## config.mk

```make
export PLATFORM = sky130hd
export DESIGN_NAME = branch_resolve_unit
export DESIGN_NICKNAME = d
export VERILOG_FILES = /design/src/rtl/branch_resolve_unit.sv
export SDC_FILE = /design/constraint.sdc
export NUM_CORES = 1
export LEC_CHECK = 0
export CAP_MARGIN = 10
export CORE_UTILIZATION = 45
export DETAILED_ROUTE_END_ITERATION = 12
export PLACE_DENSITY = 0.73
export SYNTH_ARGS = -nofsm -noshare
export SYNTH_HDL_FRONTEND = slang
export SYNTH_SLANG_ARGS = --single-unit
```

## constraint.sdc

```tcl
create_clock -name clk -period 7.3 [get_ports clk]
set_input_delay 1.46 -clock clk [delete_from_list [all_inputs] [get_ports clk]]
set_output_delay 1.46 -clock clk [all_outputs]
set_load 0.01 [all_outputs]
```

## src/rtl/branch_resolve_unit.sv

```systemverilog
// ============================================================================
// branch_resolve_unit : shadow D/E pipeline for prediction metadata, resolves
// predictions in Execute and emits predictor update, flush and redirect.
// Optional: define BRU_PERF_CNT_EN to build the performance counters.
// Revision: 1.0
// ============================================================================
`default_nettype none

module branch_resolve_unit #(
  parameter int XLEN  = 32,
  parameter int GHR_W = 4
) (
  input  logic             clk,
  input  logic             rst,
  input  logic             f_valid,
  input  logic [XLEN-1:0]  f_pc,
  input  logic [XLEN-1:0]  f_pred_pc,
  input  logic             f_pred_taken,
  input  logic [GHR_W-1:0] f_ghr,
  input  logic             stall,
  input  logic             ex_is_branch,
  input  logic             ex_is_jump,
  input  logic             ex_cond_true,
  input  logic [XLEN-1:0]  ex_target,
  output logic             branch_resolved,
  output logic             branch_taken,
  output logic [XLEN-1:0]  alu_out,
  output logic [XLEN-1:0]  resolved_pc,
  output logic [GHR_W-1:0] ghr_history,
  output logic             flush,
  output logic [XLEN-1:0]  redirect_pc,
  output logic [31:0]      perf_branches,
  output logic [31:0]      perf_mispredicts
);

  logic             d_valid, e_valid;
  logic [XLEN-1:0]  d_pc, e_pc, d_pred_pc, e_pred_pc;
  logic             d_pred_taken, e_pred_taken;
  logic [GHR_W-1:0] d_ghr, e_ghr;

  logic             resolve;
  logic             is_ctrl;
  logic             actual_taken;
  logic [XLEN-1:0]  actual_next;
  logic             mispredict;

  // Mispredict is judged on the predicted next PC alone; the direction flag
  // travels with the instruction but does not affect the comparison.
  logic unused_pred_taken;
  assign unused_pred_taken = e_pred_taken;

  assign resolve      = e_valid & ~stall;
  assign is_ctrl      = ex_is_branch | ex_is_jump;
  assign actual_taken = ex_is_jump | (ex_is_branch & ex_cond_true);
  assign actual_next  = actual_taken ? ex_target : (e_pc + XLEN'(4));
  assign mispredict   = resolve & (e_pred_pc != actual_next);

  always_ff @(posedge clk or negedge rst) begin
    if (!rst) begin
      d_valid         <= 1'b0;
      d_pc            <= '0;
      d_pred_pc       <= '0;
      d_pred_taken    <= 1'b0;
      d_ghr           <= '0;
      e_valid         <= 1'b0;
      e_pc            <= '0;
      e_pred_pc       <= '0;
      e_pred_taken    <= 1'b0;
      e_ghr           <= '0;
      branch_resolved <= 1'b0;
      branch_taken    <= 1'b0;
      alu_out         <= '0;
      resolved_pc     <= '0;
      ghr_history     <= '0;
      flush           <= 1'b0;
      redirect_pc     <= '0;
    end else begin
      if (!stall) begin
        // Fetch input during the flush pulse is wrong-path and never captured.
        d_valid      <= f_valid & ~flush & ~mispredict;
        d_pc         <= f_pc;
        d_pred_pc    <= f_pred_pc;
        d_pred_taken <= f_pred_taken;
        d_ghr        <= f_ghr;
        e_valid      <= d_valid & ~mispredict;
        e_pc         <= d_pc;
        e_pred_pc    <= d_pred_pc;
        e_pred_taken <= d_pred_taken;
        e_ghr        <= d_ghr;
      end

      branch_resolved <= resolve & is_ctrl;
      if (resolve && is_ctrl) begin
        branch_taken <= actual_taken;
        alu_out      <= ex_target;
        resolved_pc  <= e_pc;
        ghr_history  <= e_ghr;
      end

      flush <= mispredict;
      if (mispredict) begin
        redirect_pc <= actual_next;
      end
    end
  end

`ifdef BRU_PERF_CNT_EN
  always_ff @(posedge clk or negedge rst) begin
    if (!rst) begin
      perf_branches    <= '0;
      perf_mispredicts <= '0;
    end else begin
      if (branch_resolved) perf_branches <= perf_branches + 32'd1;
      if (flush)           perf_mispredicts <= perf_mispredicts + 32'd1;
    end
  end
`else
  assign perf_branches    = '0;
  assign perf_mispredicts = '0;
`endif

endmodule

`default_nettype wire

```

==> results by stage, run 1 <==
Synth:
- The synthesized design contains 0 enable-type register cells.
- Yosys attributes the largest share of cell area to sky130_fd_sc_hd__dfrtp_1 51%, sky130_fd_sc_hd__mux2_2 20%, sky130_fd_sc_hd__buf_4 4.3%, sky130_fd_sc_hd__mux2_4 3.2%, sky130_fd_sc_hd__xnor2_1 2.4%.
- The proportion of synthesized flip-flops having asynchronous set or reset is 100%.
- The synthesized cell area is 11800 um2.
- The post-synthesis area per instance is between 10 and 15 um2.
- The most instantiated flip-flop cell in the synthesis netlist is sky130_fd_sc_hd__dfrtp_1.
- After synthesis, flip-flops and latches occupy 51.0% of the total area.
- Counting distinct cell types in the post-synthesis netlist gives 73.
- Counting instances in the post-synthesis netlist gives the leading cell types as 241 x sky130_fd_sc_hd__dfrtp_1, 212 x sky130_fd_sc_hd__mux2_2, 67 x sky130_fd_sc_hd__buf_4.
- After synthesis the netlist holds a flip-flop and latch count of 241.
- The library cell occupying the most area in the post-synthesis netlist is sky130_fd_sc_hd__dfrtp_1.
- The warning count from the yosys run is 0.
- Yosys instantiated no cell more often than sky130_fd_sc_hd__dfrtp_1.
- The number of cells produced by synthesis is between 900 and 1k.
- The area fraction of the dominant cell type after synthesis is between 50% and 60%.

Global route:
- The number of antenna violations at the first check in global routing is 0.
- The global-route total usage across every layer is 23.1%.
- The first global-routing pass estimated 46700 um of wire.
- The total global routing overflow is 0.
- Entering global routing, the biggest net connects around 140 pins.
- The via count of the first global-routing pass came to between 7k and 8k.

Placed design:
- The final HPWL from detailed placement is approximately 23000 um.
- The final weighted congestion of routability-driven global placement is slightly above 0.9.
- Timing analysis after detailed placement gives a worst setup slack of 2.10 ns.
- During placement, the flow inserted port buffers numbering ~210.

Clock tree:
- In this run, CTS created clock tree buffers numbering 25.
- In this run the number of H-tree levels came out at 1.
- TritonCTS built the clock tree.
- The maximum clock path buffer count is 3.
- Clock-pin slew was measured on the worst setup and hold paths at approximately 0.060 ns.
- After clock tree synthesis, the setup repair step added 0 buffers.
- In this run the clock root is driven by a sky130_fd_sc_hd__clkbuf_16.
- For the worst-skew pair, the clock arrives at the later sink with an insertion delay of between 0.5 and 0.6 ns.
- After clock tree synthesis, the flow added hold-fix buffers numbering 0.
- The post-cts resize count is 0.
- Counting every sink on the clock net gives roughly 240.

Timing:
- The final total negative setup slack is 0 ns.
- The time the worst path needs with I/O delays and setup is ~4.7 ns.
- Once routing completed, OpenROAD measured the worst setup slack at roughly 2.6 ns.
- The final hold violation count came to 0.
- The final-report setup violation count is 0.
- The highest achievable clock rate is about 210 MHz.
- The worst slew margin relative to its limit is a little over a quarter.
- Setup repair after global routing left no endpoint under its margin.
- The fraction of the cycle the final worst path needs is 64.5%.
- The total count of max-transition violations in the final report was 0.
- The final clock skew is a little over 0.008 ns.
- For the pin with the worst max-slew slack, the measured transition is 1.10 ns.

Finish:
- The net total in the final layout is between 1k and 1.5k.
- The layout cell share with drive strength beyond 1 is between 20% and 30%.
- The filler cells instantiated in the layout total between 2k and 2.5k.
- The area used by multi-input combinational logic is 5190 um2.
- Compared with the post-synthesis result, the final layout area differs by 24.2%.
- The area taken by flip-flops and latches is about 6000 um2.
- 0 antenna diodes ended up in the layout.

Floorplan:
- The floorplan step defined a core boundary enclosing 25500 um2.
- between 200 and 300 I/O pins were placed.
- The floorplan die height is 164 um.
- Measured along the x axis, the die boundary spans roughly 160 um.
- The placement row count is 58.
- The die area is roughly 27000 um2.
- Once the floorplan was initialized, standard cells occupied 46.4% of the core.

Worst setup path:
- The worst flop-to-flop path endpoint is redirect_pc[1].
- The number of cells on the worst reg-to-reg path is 10.
- The register-to-register setup slack is about 2.9 ns.
- For the worst setup path, the data required time is about 7.7 ns.
- The worst setup path is launched from a primary input.
- The critical path is of the in2reg type.
- The startpoint identified for the worst register-to-register timing path is e_pc[11].
- At the worst endpoint, the arrival time is 5.11 ns.
- The worst setup path is captured at a flip-flop.
- The launch point of the worst path is ex_is_branch.
- The top fanout value on the critical path is 41.

Power and ir drop:
- The post-layout total power is a little under 5 mW.
- The total power per unit cell area is about 330 nW/um2.
- The largest voltage drop on the vdd net is 0.254 mV.
- In this run the static leakage power is slightly above 6 nW.

Outcome:
- The run finished with clean final reports.

Min path:
- The instance count along the most critical hold path is 1.
- The endpoint with the worst hold slack is e_pred_pc[4].
- In this run the most critical hold path is launched from d_pred_pc[4].
- In this run the worst hold path is classified as reg2reg.

Detailed routing:
- The detailed-route DRC error count is 0.
- The mean routed wirelength per cell is ~21 um.
- The detailed router's first-iteration violation count is 550.
- The via density per instance is approximately 5.3.
- Once detail routing completed, the nets flagged for antenna violations numbered 0.
- The routed wire length is between 30000 and 40000 um.
- Detailed routing inserted a total of 7940 vias.
- The first detailed-routing pass took 5 iterations.

Run:
- The number of max-cap violations is 0.
layout make-up:
class	count	share of cell area, %
sequential	241	41.1
multi-input combinational	630	35.3
timing repair buffer	216	14.6
clock buffer	33	4.74
tap	330	2.81
clock inverter	11	0.767
inverter	24	0.614
routing by layer:
layer,up-vias,track usage (%),wire [um]
met5,-,0,0
met4,0,5.98,775
met3,50,4.22,2120
met2,343,36.4,14100
met1,3918,32.8,13900
li1,3629,-,-
cell families after synthesis:
kind of cell	Yosys count	synth area share, %
multiplexers	242	23.8
flip-flops	241	51.0
AND/OR/NAND/NOR	168	7.92
buffers and inverters	148	7.17
AO/OA/AOI/OAI	98	5.62
XOR/XNOR	57	4.34
adder cells (fa/ha/maj)	1	0.106
other	1	0.0317
report_power, final:
| group | switching [mW] | total (mW) | leakage (nW) | internal [mW] |
|---|---|---|---|---|
| registers | 0.308 | 2.02 | 2.85 | 1.72 |
| logic | 0.592 | 1.55 | 2.85 | 0.955 |
| clock network | 0.519 | 1.26 | 0.406 | 0.739 |
| total | 1.42 | 4.83 | 6.10 | 3.41 |
per-stage QoR:
stage	hold WS (ns)	area, um2	utilization [%]	cells
floorplan	0.474	12100	-	1019
global placement	0.481	13900	54.5	1441
detailed placement	0.488	13900	54.5	1441
CTS	0.500	14700	57.6	1485
global route	0.507	14700	57.6	1485
finish	0.497	14700	57.6	1485
cell usage in the layout (no fill, tap or decap), drive strengths merged, types with 12 or more instances in the layout:
cell	netlist	final
nand4	16	16
nor2	28	28
o21ai	28	28
mux2	237	237
nand3	12	12
nor4	13	13
clkbuf	35	33
dfrtp	241	241
inv	24	25
xnor2	33	33
nand2	45	45
conb	1	64
xor2	23	23
a21oi	17	17
clkdlybuf4s50	0	207
critical path, stage by stage:
cell and delay [ns]:
sky130_fd_sc_hd__clkdlybuf4s50_1 0.54, sky130_fd_sc_hd__a21o_1 0.51, sky130_fd_sc_hd__buf_4 0.47, sky130_fd_sc_hd__nand4_1 0.15
sky130_fd_sc_hd__nor3_1 0.19, sky130_fd_sc_hd__a31oi_1 0.08, sky130_fd_sc_hd__a2111oi_0 0.40, sky130_fd_sc_hd__nand4_1 0.18
sky130_fd_sc_hd__nor3b_2 0.25, sky130_fd_sc_hd__a21oi_4 0.17, sky130_fd_sc_hd__buf_4 0.33, sky130_fd_sc_hd__mux2_4 0.36
worst max-delay path by stage:
stage / end / slack (ns) / cells after the start
after floorplan: redirect_pc[10] / 3.47 / 11
after global placement: redirect_pc[31] / 2.17 / 11
after detailed placement: redirect_pc[20] / 2.10 / 12
after CTS: redirect_pc[11] / 2.63 / 12
after global routing: redirect_pc[11] / 2.37 / 12
final: redirect_pc[11] / 2.59 / 12
registers in the layout, indices dropped and copies added, names as in the netlist, 4 cells and up:
register,cells
e_ghr,4
d_pc,32
ghr_history,4
d_pred_pc,32
e_pred_pc,32
alu_out,32
d_ghr,4
resolved_pc,32
e_pc,32
redirect_pc,32
(Power assumes the default switching activity.)
==> inputs of run 2 (changes only) <==
clock period = 4.9 ns   (was 7.3 ns; I/O delays follow)
==> run 2 against run 1 <==
Against the previous run:
- count of clock-buffer cells in the layout up 5
- sequential cell count unchanged
- clock power up 56%
- critical path type is now reg2reg
- sequential share of layout area decreased by 0.59 points
- register-to-register slack got worse by 2.3 ns
- die area stayed put
- non-clock buffer count up 15
- global-route usage is 0.24 points higher
- worst setup slack lost 2.0 ns
- clock skew increased by 0.0030 ns
- first-iteration DRC count fell by 3.8%
- largest cell class unchanged
==> results by stage, run 2 (same netlist as run 1, synthesis figures left out) <==
Clock tree:
- The post-cts resize count is 0 (unchanged).
- The level count of the clock H-tree is 1 (unchanged).
- The TritonCTS buffer count came to 26 (was 25).
- The clock tree from TritonCTS is built (unchanged).
- The clock transition time at the flip-flop clock pins of the worst setup and hold paths was 0.06 ns (about the same).
- The maximum clock path buffer count came to 3 (unchanged).
- The number of buffers inserted to repair setup after CTS is 0 (unchanged).
- The clock root buffer is sky130_fd_sc_hd__clkbuf_16 (unchanged).
- The clock insertion delay at the later pin of the skew report is 0.53 ns (about the same).
- The TritonCTS sink count is 241 (unchanged).
- The number of hold buffers added after cts is 0 (unchanged).

Global route:
- The via count of the first global-routing pass came to 7899 (was 7765).
- The largest net degree at the start of global routing is 117 (was 138).
- The number of antenna violations at the first check in global routing is 0 (unchanged).
- The global-route total usage across every layer is 23.4% (was 23.1%).
- The first-pass GRT wire length is 47100 um (was 46700 um).
- The total global routing overflow is 0 (unchanged).

Min path:
- The classification of the worst-slack hold path is reg2reg (unchanged).

Floorplan:
- The floorplan die height is 164 um (unchanged).
- The placement row count was 58 (unchanged).
- The initial cell density of the core is 46.4% (unchanged).
- The floorplan core area came to 25500 um2 (unchanged).
- The die area is 26900 um2 (unchanged).
- The number of top-level design ports came to 275 (unchanged).
- The overall die width came to 164 um (unchanged).

Detailed routing:
- The mean routed wirelength per cell is 20.7 um (was 20.8 um).
- The detailed router's first-iteration violation count is 529 (was 550).
- The detailed-route via count is 8037 (was 7940).
- The detailed-route DRC error count came to 0 (unchanged).
- The via density per instance is 5.35 (about the same).
- The total iterations of the first detailed-routing run is 4 (was 5).
- The routed wire length is 31100 um (was 30900 um).
- The remaining antenna violation count is 0 (unchanged).

Placed design:
- The final HPWL from detailed placement is 23300 um (was 23200 um).
- The post-placement cell area is 14000 um2 (was 13900 um2).
- The final weighted congestion of routability-driven global placement is 0.941 (was 0.909).
- The number of port buffers is 209 (unchanged).

Finish:
- The net total in the final layout is 1263 (was 1247).
- The post-route cell area came to 14900 um2 (was 14700 um2).
- Commonest non-fill, non-tap cells in the layout: 241 x sky130_fd_sc_hd__dfrtp_1, 212 x sky130_fd_sc_hd__mux2_2, 207 x sky130_fd_sc_hd__clkdlybuf4s50_1 (unchanged).
- The area added between synthesis and finish was 26.0% (was 24.2%).
- The leading cell type in the layout, fill and taps excluded is sky130_fd_sc_hd__dfrtp_1 (unchanged).
- The antenna diode instance count was 0 (unchanged).
- The layout cell share with drive strength beyond 1 is 27.3% (was 26.2%).

Timing:
- The slew at the pin closest to its max-slew limit is 0.980 ns (was 1.10 ns).
- The final clock skew is 0.0113 ns (was 0.00831 ns).
- The worst slew margin relative to its limit is 34.6% (was 26.3%).
- The fraction of the cycle the final worst path needs is approximately 89%.
- RSZ-0062 raised after global routing: false (unchanged).
- The worst hold slack is 0.496 ns (was 0.497 ns).
- The final-report setup violation count is 0 (unchanged).
- The total count of max-transition violations in the final report is 0 (unchanged).
- The final hold violation count is 0 (unchanged).
- The final total negative setup slack is 0 ns (unchanged).
- The highest achievable clock rate is 231 MHz.
- The time the worst path needs with I/O delays and setup is ~4.3 ns.

Worst setup path:
- The total buffers and inverters traversed by the critical path was 1 (was 3).
- The endpoint class of the critical path is a flip-flop (unchanged).
- The arrival time of data at the critical path endpoint is 4.75 ns (was 5.11 ns).
- The top fanout value on the critical path was 20 (was 41).
- The slowest stage cell on the critical path is sky130_fd_sc_hd__a21oi_4 (was sky130_fd_sc_hd__clkdlybuf4s50_1).
- The startpoint class of the critical path is a flip-flop (was primary input).
- The type of the setup path with the least slack is reg2reg (was in2reg).
- The cell type group with the largest total delay on the critical path is simple AND/OR/NAND/NOR gates (was buffers and inverters).
- The required time of the critical path was 5.32 ns (was 7.71 ns).
- Cells along the critical path: nand4_2, or4_1, or3_1, a21oi_1, a2111oi_2, o22ai_1, nor4bb_2, a21oi_4, buf_4, mux2_2 (was clkdlybuf4s50_1, a21o_1, buf_4, nand4_1, nor3_1, a31oi_1, a2111oi_0, nand4_1, nor3b_2, a21oi_4, buf_4, mux2_4).
- The peak per-stage delay on the critical path came to 0.76 ns (was 0.54 ns).

Outcome:
- Outcome: finished clean (unchanged).

Run:
- The number of max-cap violations came to 0 (unchanged).

Power and ir drop:
- The total power per unit cell area came to 491 nW/um2 (was 329 nW/um2).
- The largest voltage drop on the vdd net was 0.320 mV (was 0.254 mV).
- The post-layout total power is 7.32 mW (was 4.83 mW).
- The static leakage was 6.22 nW (was 6.10 nW).
run 2: per-layer routing:
layer / up-vias / share of wire [%] / global-route usage [%]
met1: 3980 / 45 / 33.2
met2: 346 / 46 / 37.1
met3: 39 / 6.5 / 3.94
li1: 3672 / - / -
met4: 0 / 2.2 / 5.77
met5: - / 0 / 0
run 2: path summary, 6_finish.rpt:
check | startpoint | endpoint | slack [ns] | cells past startpoint
max | e_pc[11] | redirect_pc[2] | 0.56 | 10
min | d_pred_pc[16] | e_pred_pc[16] | 0.50 | 1
max reg2reg | e_pc[11] | redirect_pc[2] | 0.56 | 10
min reg2reg | d_pred_pc[16] | e_pred_pc[16] | 0.50 | 1
max in group asynchronous | rst | branch_taken | 3.35 | 2
min in group asynchronous | rst | d_pc[3] | 0.52 | 1
run 2: final cells by class:
type	count	area, um2
Timing Repair Buffer	231	2300
Inverter	24	90.1
Fill cell	2099	10600
Sequential cell	241	6030
Tap cell	330	413
Clock inverter	9	106
Multi-Input combinational cell	630	5190
Clock buffer	38	766
run 2: per-stage QoR:
stage | std cells | setup WS (ns) | util [%]
after detailed placement | 1456 | 0.484 | 55.1
after floorplan | 1019 | 1.55 | -
after CTS | 1503 | 0.580 | 58.5
after global placement | 1456 | 0.521 | 55.1
final | 1503 | 0.563 | 58.5
after global routing | 1503 | 0.339 | 58.5
run 2: power by group:
group          switching [mW]  leakage [nW]  internal (mW)
logic                   0.906          2.94           1.44
registers               0.441          2.85           2.56
clock network           0.785         0.435           1.19
total                    2.13          6.22           5.18
==> inputs of run 3 (changes only) <==
RECOVER_POWER = 25   (was not set)
clock period = 4.08 ns   (was 4.9 ns; I/O delays follow)
==> run 3 against run 2 <==
Against the previous run:
- the run now ends with max-capacitance violations, max-slew violations left
- sequential power rose by 20%
- non-clock buffer count up 9
- combinational power increased by 21%
- global-route usage up 0.33 points
- via count increased by 0.44%
- clock power grew 17%
- worst setup slack worse by 0.21 ns
- die area is the same
- clock skew rose by 0.0035 ns
- critical path type unchanged
- largest power group unchanged
==> results by stage, run 3 (same netlist as run 1, synthesis figures left out) <==
Placed design:
- The final HPWL from detailed placement is 23500 um (was 23300 um).
- The final weighted congestion of routability-driven global placement is 0.882 (was 0.941).
- The post-placement cell area was 14100 um2 (was 14000 um2).
- The number of port buffers is 209 (unchanged).

Detailed routing:
- The remaining antenna violation count is 0 (unchanged).
- The routed wire length came to 31400 um (was 31100 um).
- The detailed-route via count is 8072 (was 8037).
- The detailed-route DRC error count is 0 (unchanged).
- The via density per instance is 5.34 (was 5.35).
- The mean routed wirelength per cell came to 20.8 um (was 20.7 um).
- The detailed router's first-iteration violation count is 497 (was 529).
- The total iterations of the first detailed-routing run is 7 (was 4).

Finish:
- The leading cell type in the layout, fill and taps excluded is sky130_fd_sc_hd__dfrtp_1 (unchanged).
- The final cell utilization of the core is 58.7% (was 58.5%).
- The area added between synthesis and finish is 26.6% (was 26.0%).
- The area taken by flip-flops and latches is 6030 um2 (unchanged).
- The post-route cell area is 15000 um2 (was 14900 um2).
- The layout cell share with drive strength beyond 1 is 27.5% (was 27.3%).
- The antenna diode instance count is 0 (unchanged).
- Commonest non-fill, non-tap cells in the layout: 241 x sky130_fd_sc_hd__dfrtp_1, 212 x sky130_fd_sc_hd__mux2_2, 207 x sky130_fd_sc_hd__clkdlybuf4s50_1 (unchanged).
- The number of filler instances in the final layout was 2115 (was 2099).
- The area used by multi-input combinational logic is 5190 um2 (unchanged).
- The net total in the final layout came to 1271 (was 1263).

Timing:
- The fraction of the cycle the final worst path needs is 91.3% (was 88.5%).
- The final total negative setup slack is 0 ns (unchanged).
- The final clock skew is 0.0148 ns (was 0.0113 ns).
- The final-report setup violation count was 0 (unchanged).
- The highest achievable clock rate is 268 MHz (was 231 MHz).
- The time the worst path needs with I/O delays and setup was 3.73 ns (was 4.34 ns).
- The total count of max-transition violations in the final report is 107 (was 0).
- The worst slew margin relative to its limit is -79.0% (was 34.6%).
- The final hold violation count is 0 (unchanged).
- RSZ-0062 raised after global routing: false (unchanged).
- The slew at the pin closest to its max-slew limit is 2.69 ns (was 0.980 ns).

Clock tree:
- The clock tree from TritonCTS is built (unchanged).
- The level count of the clock H-tree is 1 (unchanged).
- The TritonCTS buffer count is 25 (was 26).
- The number of hold buffers added after cts was 0 (unchanged).
- The clock insertion delay at the later pin of the skew report is 0.53 ns (about the same).
- The post-cts resize count came to 0 (unchanged).
- The maximum clock path buffer count came to 3 (unchanged).
- The number of buffers inserted to repair setup after CTS is 0 (unchanged).
- The TritonCTS sink count is 241 (unchanged).
- The clock transition time at the flip-flop clock pins of the worst setup and hold paths is 0.06 ns (about the same).
- The clock root buffer is sky130_fd_sc_hd__clkbuf_16 (unchanged).

Global route:
- The first-pass GRT wire length was 48100 um (was 47100 um).
- The total global routing overflow came to 0 (unchanged).
- The global-route total usage across every layer is 23.7% (was 23.4%).
- The number of antenna violations at the first check in global routing is 0 (unchanged).
- The largest net degree at the start of global routing is 140 (was 117).
- The via count of the first global-routing pass is 8109 (was 7899).

Worst setup path:
- The startpoint class of the critical path is a flip-flop (unchanged).
- The endpoint class of the critical path is a flip-flop (unchanged).
- The launching point of the worst reg2reg path is e_pc[2] (was e_pc[11]).
- The launch point of the worst path is e_pc[2] (was e_pc[11]).
- The register-to-register setup slack is 0.35 ns (was 0.56 ns).
- The top fanout value on the critical path is 6 (was 20).
- The required time of the critical path was 4.49 ns (was 5.32 ns).
- The type of the setup path with the least slack was reg2reg (unchanged).
- The arrival time of data at the critical path endpoint is 4.13 ns (was 4.75 ns).

Power and ir drop:
- The post-layout total power is 8.75 mW (was 7.32 mW).
- The static leakage was 6.25 nW (was 6.22 nW).
- The largest voltage drop on the vdd net is 0.404 mV (was 0.320 mV).
- The total power per unit cell area came to 585 nW/um2 (was 491 nW/um2).

Outcome:
- The checks that failed: max-capacitance violations, max-slew violations.
- Outcome: finished, violations left (was finished clean).

Floorplan:
- The placement row count is 58 (unchanged).
- The initial cell density of the core came to 46.4% (unchanged).
- The number of top-level design ports was 275 (unchanged).
- The overall die width was 164 um (unchanged).
- The floorplan core area is 25500 um2 (unchanged).
- The floorplan die height is 164 um (unchanged).
- The die area is 26900 um2 (unchanged).

Min path:
- The source of the worst hold timing path is d_pc[9] (was d_pred_pc[16]).
- The classification of the worst-slack hold path was reg2reg (unchanged).

Run:
- The number of max-cap violations was 1 (was 0).
run 3: metrics by stage:
stage,worst slack (ns),hold slack (ns),cells
final,0.354,0.494,1511
after global routing,0.191,0.509,1511
after CTS,0.427,0.373,1511
after detailed placement,0.126,0.487,1465
after global placement,0.176,0.481,1465
after floorplan,0.892,0.474,1019
run 3: power by group:
group | switching (mW) | internal (mW)
combinational | 1.09 | 1.75
clock | 0.936 | 1.38
sequential | 0.529 | 3.07
run 3: critical path: stages (launching register included):
cell and delay (ns):
sky130_fd_sc_hd__dfrtp_1 0.47, sky130_fd_sc_hd__ha_1 0.33, sky130_fd_sc_hd__nand4_1 0.21, sky130_fd_sc_hd__nor4_1 0.51
sky130_fd_sc_hd__buf_4 0.21, sky130_fd_sc_hd__xnor2_1 0.19, sky130_fd_sc_hd__o221ai_1 0.15, sky130_fd_sc_hd__a2111oi_0 0.45
sky130_fd_sc_hd__nand4_1 0.19, sky130_fd_sc_hd__nor3b_2 0.26, sky130_fd_sc_hd__a21oi_4 0.12, sky130_fd_sc_hd__buf_4 0.20
sky130_fd_sc_hd__mux2_4 0.30
run 3: final timing paths:
check                                   to  cells past startpoint
max                        redirect_pc[28]                     12
min reg2reg                        e_pc[9]                      1
max reg2reg                redirect_pc[28]                     12
min in group asynchronous   resolved_pc[3]                      1
min                                e_pc[9]                      1
max in group asynchronous         d_pc[19]                      1
run 3: cell type report:
class,count,share of cell area [%]
Clock buffer,36,4.66
Clock inverter,10,0.886
Inverter,24,0.602
Multi-Input combinational cell,630,34.7
Sequential cell,241,40.3
Tap cell,330,2.76
Timing Repair Buffer,240,16.1
run 3: per-layer routing:
| layer | part of all wire, % | track usage (%) |
|---|---|---|
| met2 | 45 | 37.0 |
| met3 | 7.1 | 4.85 |
| met5 | 0 | 0 |
| met1 | 45 | 33.4 |
| met4 | 2.5 | 6.57 |
